--- src/rtl/karatsuba_pkg.sv ---
// Shared types and helpers for the sequential Karatsuba multiplier.
package karatsuba_pkg;

  typedef enum logic [2:0] {
    IDLE = 3'd0,
    LO   = 3'd1,
    HI   = 3'd2,
    MID  = 3'd3,
    ADD  = 3'd4,
    DONE = 3'd5
  } state_t;

  function automatic int half_w(input int w);
    return w / 2;
  endfunction

  function automatic bit width_ok(input int w);
    return (w >= 4) && (w % 2 == 0);
  endfunction

endpackage

--- src/rtl/karatsuba_half_mul.sv ---
// Combinational (H+1)x(H+1) unsigned multiplier shared by all product states.
module karatsuba_half_mul #(
  parameter int H = 32
) (
  input  logic [H:0]     a,
  input  logic [H:0]     b,
  output logic [2*H+1:0] p
);

  assign p = {{(H+1){1'b0}}, a} * {{(H+1){1'b0}}, b};

endmodule

--- src/rtl/karatsuba_seq.sv ---
// One-level Karatsuba multiplier reusing a single half-width multiplier
// across LO, HI and MID states, with valid/ready on both sides.
module karatsuba_seq
  import karatsuba_pkg::*;
#(
  parameter int WIDTH = 64
) (
  input  logic                 clock,
  input  logic                 reset,
  input  logic                 in_valid,
  output logic                 in_ready,
  input  logic [WIDTH-1:0]     Xin,
  input  logic [WIDTH-1:0]     Yin,
  output logic                 out_valid,
  input  logic                 out_ready,
  output logic [2*WIDTH-1:0]   P,
  output logic [WIDTH-1:0]     high,
  output logic [WIDTH-1:0]     low,
  output logic [WIDTH:0]       mid
);

  localparam int H = half_w(WIDTH);

  if (!width_ok(WIDTH)) begin : g_bad_width
    $error("karatsuba_seq: WIDTH must be even and >= 4");
  end

  state_t             state;
  logic [WIDTH-1:0]   xr, yr;
  logic [H-1:0]       xh, xl, yh, yl;
  logic [H:0]         ma, mb;
  logic [2*H+1:0]     mp;
  logic [2*H+1:0]     msum;
  logic [WIDTH+1:0]   mfull;
  logic [WIDTH:0]     mid_c;
  logic [2*WIDTH-1:0] p_c;
  logic               unused_msb;

  assign xh = xr[WIDTH-1:H];
  assign xl = xr[H-1:0];
  assign yh = yr[WIDTH-1:H];
  assign yl = yr[H-1:0];

  assign in_ready = (state == IDLE);

  // Half sums keep their carry: H+1 bits into the shared multiplier.
  always_comb begin
    ma = '0;
    mb = '0;
    unique case (1'b1)
      state == LO: begin
        ma = {1'b0, xl};
        mb = {1'b0, yl};
      end
      state == HI: begin
        ma = {1'b0, xh};
        mb = {1'b0, yh};
      end
      state == MID: begin
        ma = {1'b0, xh} + {1'b0, xl};
        mb = {1'b0, yh} + {1'b0, yl};
      end
      default: ;
    endcase
  end

  karatsuba_half_mul #(
    .H (H)
  ) u_mul (
    .a (ma),
    .b (mb),
    .p (mp)
  );

  // The cross term always fits WIDTH+1 bits, so the top bit is dropped.
  assign mfull      = msum - {2'b00, high} - {2'b00, low};
  assign mid_c      = mfull[WIDTH:0];
  assign unused_msb = mfull[WIDTH+1];

  assign p_c = {high, low}
             + {{(WIDTH-H-1){1'b0}}, mid_c, {H{1'b0}}};

  always_ff @(posedge clock or posedge reset) begin
    if (reset) begin
      state     <= IDLE;
      xr        <= '0;
      yr        <= '0;
      low       <= '0;
      high      <= '0;
      msum      <= '0;
      mid       <= '0;
      P         <= '0;
      out_valid <= 1'b0;
    end else begin
      unique case (state)
        IDLE: begin
          if (in_valid) begin
            xr    <= Xin;
            yr    <= Yin;
            state <= LO;
          end
        end
        LO: begin
          low   <= mp[WIDTH-1:0];
          state <= HI;
        end
        HI: begin
          high  <= mp[WIDTH-1:0];
          state <= MID;
        end
        MID: begin
          msum  <= mp;
          state <= ADD;
        end
        ADD: begin
          mid       <= mid_c;
          P         <= p_c;
          out_valid <= 1'b1;
          state     <= DONE;
        end
        DONE: begin
          if (out_ready) begin
            out_valid <= 1'b0;
            state     <= IDLE;
          end
        end
        default: state <= IDLE;
      endcase
    end
  end

endmodule
--- config.mk ---
export PLATFORM = sky130hd
export DESIGN_NAME = karatsuba_seq
export DESIGN_NICKNAME = d
export VERILOG_FILES = /design/src/rtl/karatsuba_pkg.sv /design/src/rtl/karatsuba_half_mul.sv /design/src/rtl/karatsuba_seq.sv
export SDC_FILE = /design/constraint.sdc
export NUM_CORES = 2
export LEC_CHECK = 0
export ABC_CLOCK_PERIOD_IN_PS = 17900
export BUFFER_PORTS_ARGS = -buffer_cell sky130_fd_sc_hd__buf_2
export CELL_PAD_IN_SITES_DETAIL_PLACEMENT = 1
export CELL_PAD_IN_SITES_GLOBAL_PLACEMENT = 1
export CORE_AREA = 2 2 391 393
export DETAILED_ROUTE_END_ITERATION = 7
export DIE_AREA = 0 0 393 395
export PLACE_DENSITY = 0.76
export SYNTH_ARGS = -nofsm -noshare
export SYNTH_HDL_FRONTEND = slang
export SYNTH_SLANG_ARGS = --single-unit
--- constraint.sdc ---
create_clock -name clock -period 17.9 [get_ports clock]
set_clock_uncertainty 0.2 [all_clocks]
set_input_delay 3.58 -clock clock [delete_from_list [all_inputs] [get_ports clock]]
set_output_delay 3.58 -clock clock [all_outputs]
set_load 0.05 [all_outputs]
======== Word level (Yosys, flattened, before mapping) ========
Index checks and enable logic that the tools add are counted.
word-level totals
  word-level logic and storage cells ...... 34
  output and inout bits ................... 323
  register bits after elaboration ......... 518
operators by class
  $mul .................................... 1
  reductions and logical operators ........ 5
  multiplexer cells ....................... 7
  equal/unequal tests ..................... 7
  add/sub/neg operators ................... 5
operators by type and width
  cell                                                                    count
  33-bit one-hot mux with 3 select lines                                  2
  65-bit by 64-bit subtractor with 65-bit output                          2
  128-bit by 97-bit adder with 128-bit output                             1
  32-bit by 32-bit adder with 33-bit output                               2
  33-bit by 33-bit multiplier with 65-bit output                          1
  3-bit one-hot mux with 6 select lines                                   1
  3-bit by 2-bit equality test with 1-bit output (second input constant)  2
  3-bit equality test (second input constant)                             2
  3-bit 2-to-1 mux                                                        2
  2-bit AND reduction                                                     3
  2-bit inequality test (second input constant)                           2
  3-bit by 1-bit equality test with 1-bit output (second input constant)  1
  3-bit zero test                                                         1
  1-bit one-hot mux with 2 select lines                                   1
  2-bit nonzero test                                                      1
  1-bit 2-to-1 mux                                                        1

======== Logic depth before layout (Yosys ltp) ========
  depth after elaboration ................. 3
  depth in mapped cells ................... 45

======== By module ========
From an unflattened synthesis, not the netlist that was laid out.
unflattened totals
  cells, all modules ...................... 7633
  area total of the unflattened synthesis .. 69048.7 um2
by module, submodules not included
  module              cells an instance  times used  area an instance (um2)  seq. area each (um2)
  karatsuba_half_mul  4069               1           35770.6                 0.0
  karatsuba_seq       3564               1           33278.2                 12962.4

======== Worst setup path after synthesis ========
OpenSTA, ideal clock, no wires.
  path type ............................... reg-to-reg
  start ................................... reg xr[0]
  end ..................................... reg msum[64]
  stages on the path, launching flop included .. 39
  setup slack ............................. 7.291 ns
  period minus slack after synthesis ...... 10.609 ns
  arrival ................................. 10.274 ns
  library setup time ...................... 0.135 ns
  cells stage by stage .................... dfrtp_1 -> ha_1 -> fa_1 -> a211oi_1 -> o21ai_0 -> a311oi_1 -> a2111oi_0 -> nor2_1 -> a211oi_1 -> or4_1 -> clkbuf_1 -> nand2_1 -> clkbuf_1 -> nand2_1 -> fa_1 -> fa_1 -> inv_1 -> fa_1 -> (+3 left out) -> fa_1 -> fa_1 -> fa_1 -> fa_1 -> ha_1 -> clkbuf_1 -> nand2_1 -> or4_1 -> a311oi_1 -> nor2_1 -> o31ai_1 -> a221oi_1 -> o211a_1 -> o21ai_0 -> a21oi_1 -> xnor2_1 -> xnor2_1 -> o21ai_0
on the way
  longest elaborated chain between the ends .. 3
RTL lines
  item                                                line                      source
  start: declaration                                  karatsuba_seq.sv:29       logic [WIDTH-1:0] xr, yr;
  start signal: assignment                            karatsuba_seq.sv:98       xr <= Xin;
  32-bit by 32-bit adder with 33-bit output           karatsuba_seq.sv:60       ma = {1'b0, xh} + {1'b0, xl};
  33-bit one-hot mux with 3 select lines (*)          karatsuba_seq.sv:50       unique case (1'b1)
  33-bit by 33-bit multiplier with 65-bit output (*)  karatsuba_half_mul.sv:10  assign p = {{(H+1){1'b0}}, a} * {{(H+1){1'b0}}, b};
  end signal: assignment                              karatsuba_seq.sv:112      msum <= mp;
  end: declaration                                    karatsuba_seq.sv:33       logic [2*H+1:0] msum;
Every way passes the cells marked *; elsewhere a longest branch is shown, timed or not.
A chain may end at the register's enable or synchronous reset.

======== Worst setup path after layout ========
  start ................................... reg yr[33]
  end ..................................... reg msum[58]
on the way
  longest elaborated chain between the ends .. 3
RTL lines
  item                                                line                      source
  start: declaration                                  karatsuba_seq.sv:29
  start signal: assignment                            karatsuba_seq.sv:99       yr <= Yin;
  32-bit by 32-bit adder with 33-bit output           karatsuba_seq.sv:61       mb = {1'b0, yh} + {1'b0, yl};
  33-bit one-hot mux with 3 select lines (*)          karatsuba_seq.sv:50
  33-bit by 33-bit multiplier with 65-bit output (*)  karatsuba_half_mul.sv:10
Marks and branches as above.

==> results.ini <==
[synth]
synthArstFlopShare_pct=100
ys_ff_latch=518
synthMostInstantiatedCell=inv_1
synthCells=7403
synth_warnings=0
synth_top_family_by_area=adder cells
synth_ff_type=dfrtp_1
netlist_area_mm2=0.0662
synth_compound_area_share_pct=11.1
synth.largest_area_cell=fa_1
seq_area_frac_synth_pct=19.6
synth.area.top_cells=fa_1 (31%), dfrtp_1 (20%), ha_1 (8.6%)
synth_xor_area_share_pct=3.52
synth.distinct_cells=79
synthesis.nets=9013
synth_commonest_cells=inv_1 (1230), nand2_1 (1197), fa_1 (1024)
yosys.area_share.simple_pct=13.1
synthMuxAreaShare_pct=3.68
synth_area_per_cell_um2=8.94
synth-edff-count=0
yosysTopAreaCellShare_pct=31.0
synthAdderAreaFrac_pct=39.6

[detailed_routing]
drc=0
via_count=55200
drt-initial-drc-count=3932
final_antenna_net_count=0
vias_per_cell=5.67
wire_per_inst_um=27.2
totalWireLength_mm=265
dr.pass1.iters=5

[worst_setup_path]
crit_path_top_delay_cell=and2_1
rr_worst_depth=39
critPathTopFamily=compound AO/OA/AOI/OAI gates
path_class=flip-flop to flip-flop
cp_num_buf_inv=4
critPathMaxStageDelay_ps=700
rr_startpoint=yr[33]$_DFFE_PP0P_
start_kind=flip-flop
arrival_ps=12670
cp-end-kind=flip-flop
required_ps=18240
path_common_cell=fa_1
reg2reg_to=msum[58]$_DFFE_PP0P_
cp_max_fo=15
r2r_setup_slack_ps=5570

[cts]
hold_buffers=0
cts_setup_buffers=0
cts_buffers=60
cts_sinks=518
cts.clk_slew.worst_paths_ps=60
cts_tree=yes
cts_root_buf=clkbuf_16
cts.repair.resized=0
clock_path_buffers=3
clk_latency_ps=700
h-tree-depth=2

[global_routing]
grt_overflow=0
grt_first_pass_wirelength_mm=390
grtUsageTotal_pct=34.1
antenna_found_initial=10
grt_pass1_vias=60400
grt_max_degree=147

[timing]
final.setup.tns_ps=0
tightest_slew_ps=1430
maxSlewHeadroom_pct=1.93
period_needed_ps=12330
final-hold-violation-count=0
rsz0062_at_grt=no
timing.hold.ws_ps=273
post-route-period-util_pct=68.9
fmax_mhz=81.1
setup_viol=0
slew_viol_final=0

[worst_hold_path]
min_to=P[21]$_DFFE_PP0P_
hp-class=flip-flop to flip-flop
whs_path_depth=2
min_from=P[21]$_DFFE_PP0P_

[floorplan]
rows=143
start_util_pct=43.8
dieWidth_um=393
io_pins=455
design.core.area_mm2=0.151
die-area_mm2=0.155
die_height_um=395

[finish]
final_area_mm2=0.0725
nets=9262
layout-drive-gt1-share_pct=12.6
nFillCells=17700
syn_to_final_growth_pct=9.58

[outcome]
violations=capacitance limit
status=complete, but fails checks

[job]
drv_cap=1

[place]
io_buffers=454
place_congestion=0.979
placed_cell_area_mm2=0.0705
hpwl_mm=211

[placed cells by master, fill, tap and decap left out, types with 179 or more instances in the layout]
cell and instances:
fa_1 1024, a21oi_1 296, nand2_1 1193, ha_1 454
nor2_1 550, buf_2 454, inv_1 1229, a21o_1 179
dfrtp_1 516, mux2_2 216, o21ai_0 425
[routing by layer]
metal / vias up / share of wire [%] / GRT usage [%]
met2: 2239 / 46 / 55.4
li1: 23700 / - / -
met5: - / 0.026 / 0
met4: 10 / 7.8 / 22.1
met1: 28600 / 38 / 41.4
met3: 689 / 7.7 / 6.59
[cell families after synthesis]
logic type      Yosys count
simple gates           2088
buf+inv                1632
fa+ha+maj              1478
compound gates         1205
flops                   518
xor+xnor                266
mux                     216
[worst max-delay path by stage]
stage	startpoint	end	slack, ps	cells after the start
global route	yr[33]$_DFFE_PP0P_	msum[58]$_DFFE_PP0P_	4920	39
detailed placement	yr[1]$_DFFE_PP0P_	msum[58]$_DFFE_PP0P_	5720	39
finish	yr[33]$_DFFE_PP0P_	msum[58]$_DFFE_PP0P_	5570	39
CTS	yr[33]$_DFFE_PP0P_	msum[64]$_DFFE_PP0P_	5620	41
global placement	yr[1]$_DFFE_PP0P_	msum[58]$_DFFE_PP0P_	6010	39
floorplan	reset	P[0]$_DFFE_PP0P_	7080	1
[area by class of cell]
cell class	count	area [µm²]	area share, %
well taps	2030	2540	3.50
repair buffers	589	3300	4.55
diodes	6	15.0	0.0207
inverters	1230	4620	6.37
multi-input cells	5253	47100	64.9
clock buffers	77	1690	2.32
clock inverters	32	315	0.435
flip-flops and latches	518	13000	17.9
[registers in the layout, summed over array words and instances, names as in the netlist]
name / count
state: 3
out_valid: 1
mid: 65
msum: 65
yr: 64
P: 128
xr: 64
low: 64
high: 64
[worst min-delay path, delay by kind of cell (launching register included)]
| family | cells | cell delay (ps) |
|---|---|---|
| flip-flops | 1 | 330 |
| AO/OA/AOI/OAI | 1 | 60 |
| AND/OR/NAND/NOR | 1 | 50 |
[stage by stage]
step	setup WS (ps)	std cells	util (%)
5_1_grt	4920	9729	48.0
4_1_cts	5620	9729	48.0
3_3_place_gp	6010	9620	46.6
6_report	5570	9735	48.0
3_5_place_dp	5720	9620	46.6
2_1_floorplan	7080	7403	-
Power is not shown: default switching activity piles up to over one toggle a cycle in this logic, so the estimate is an artifact.
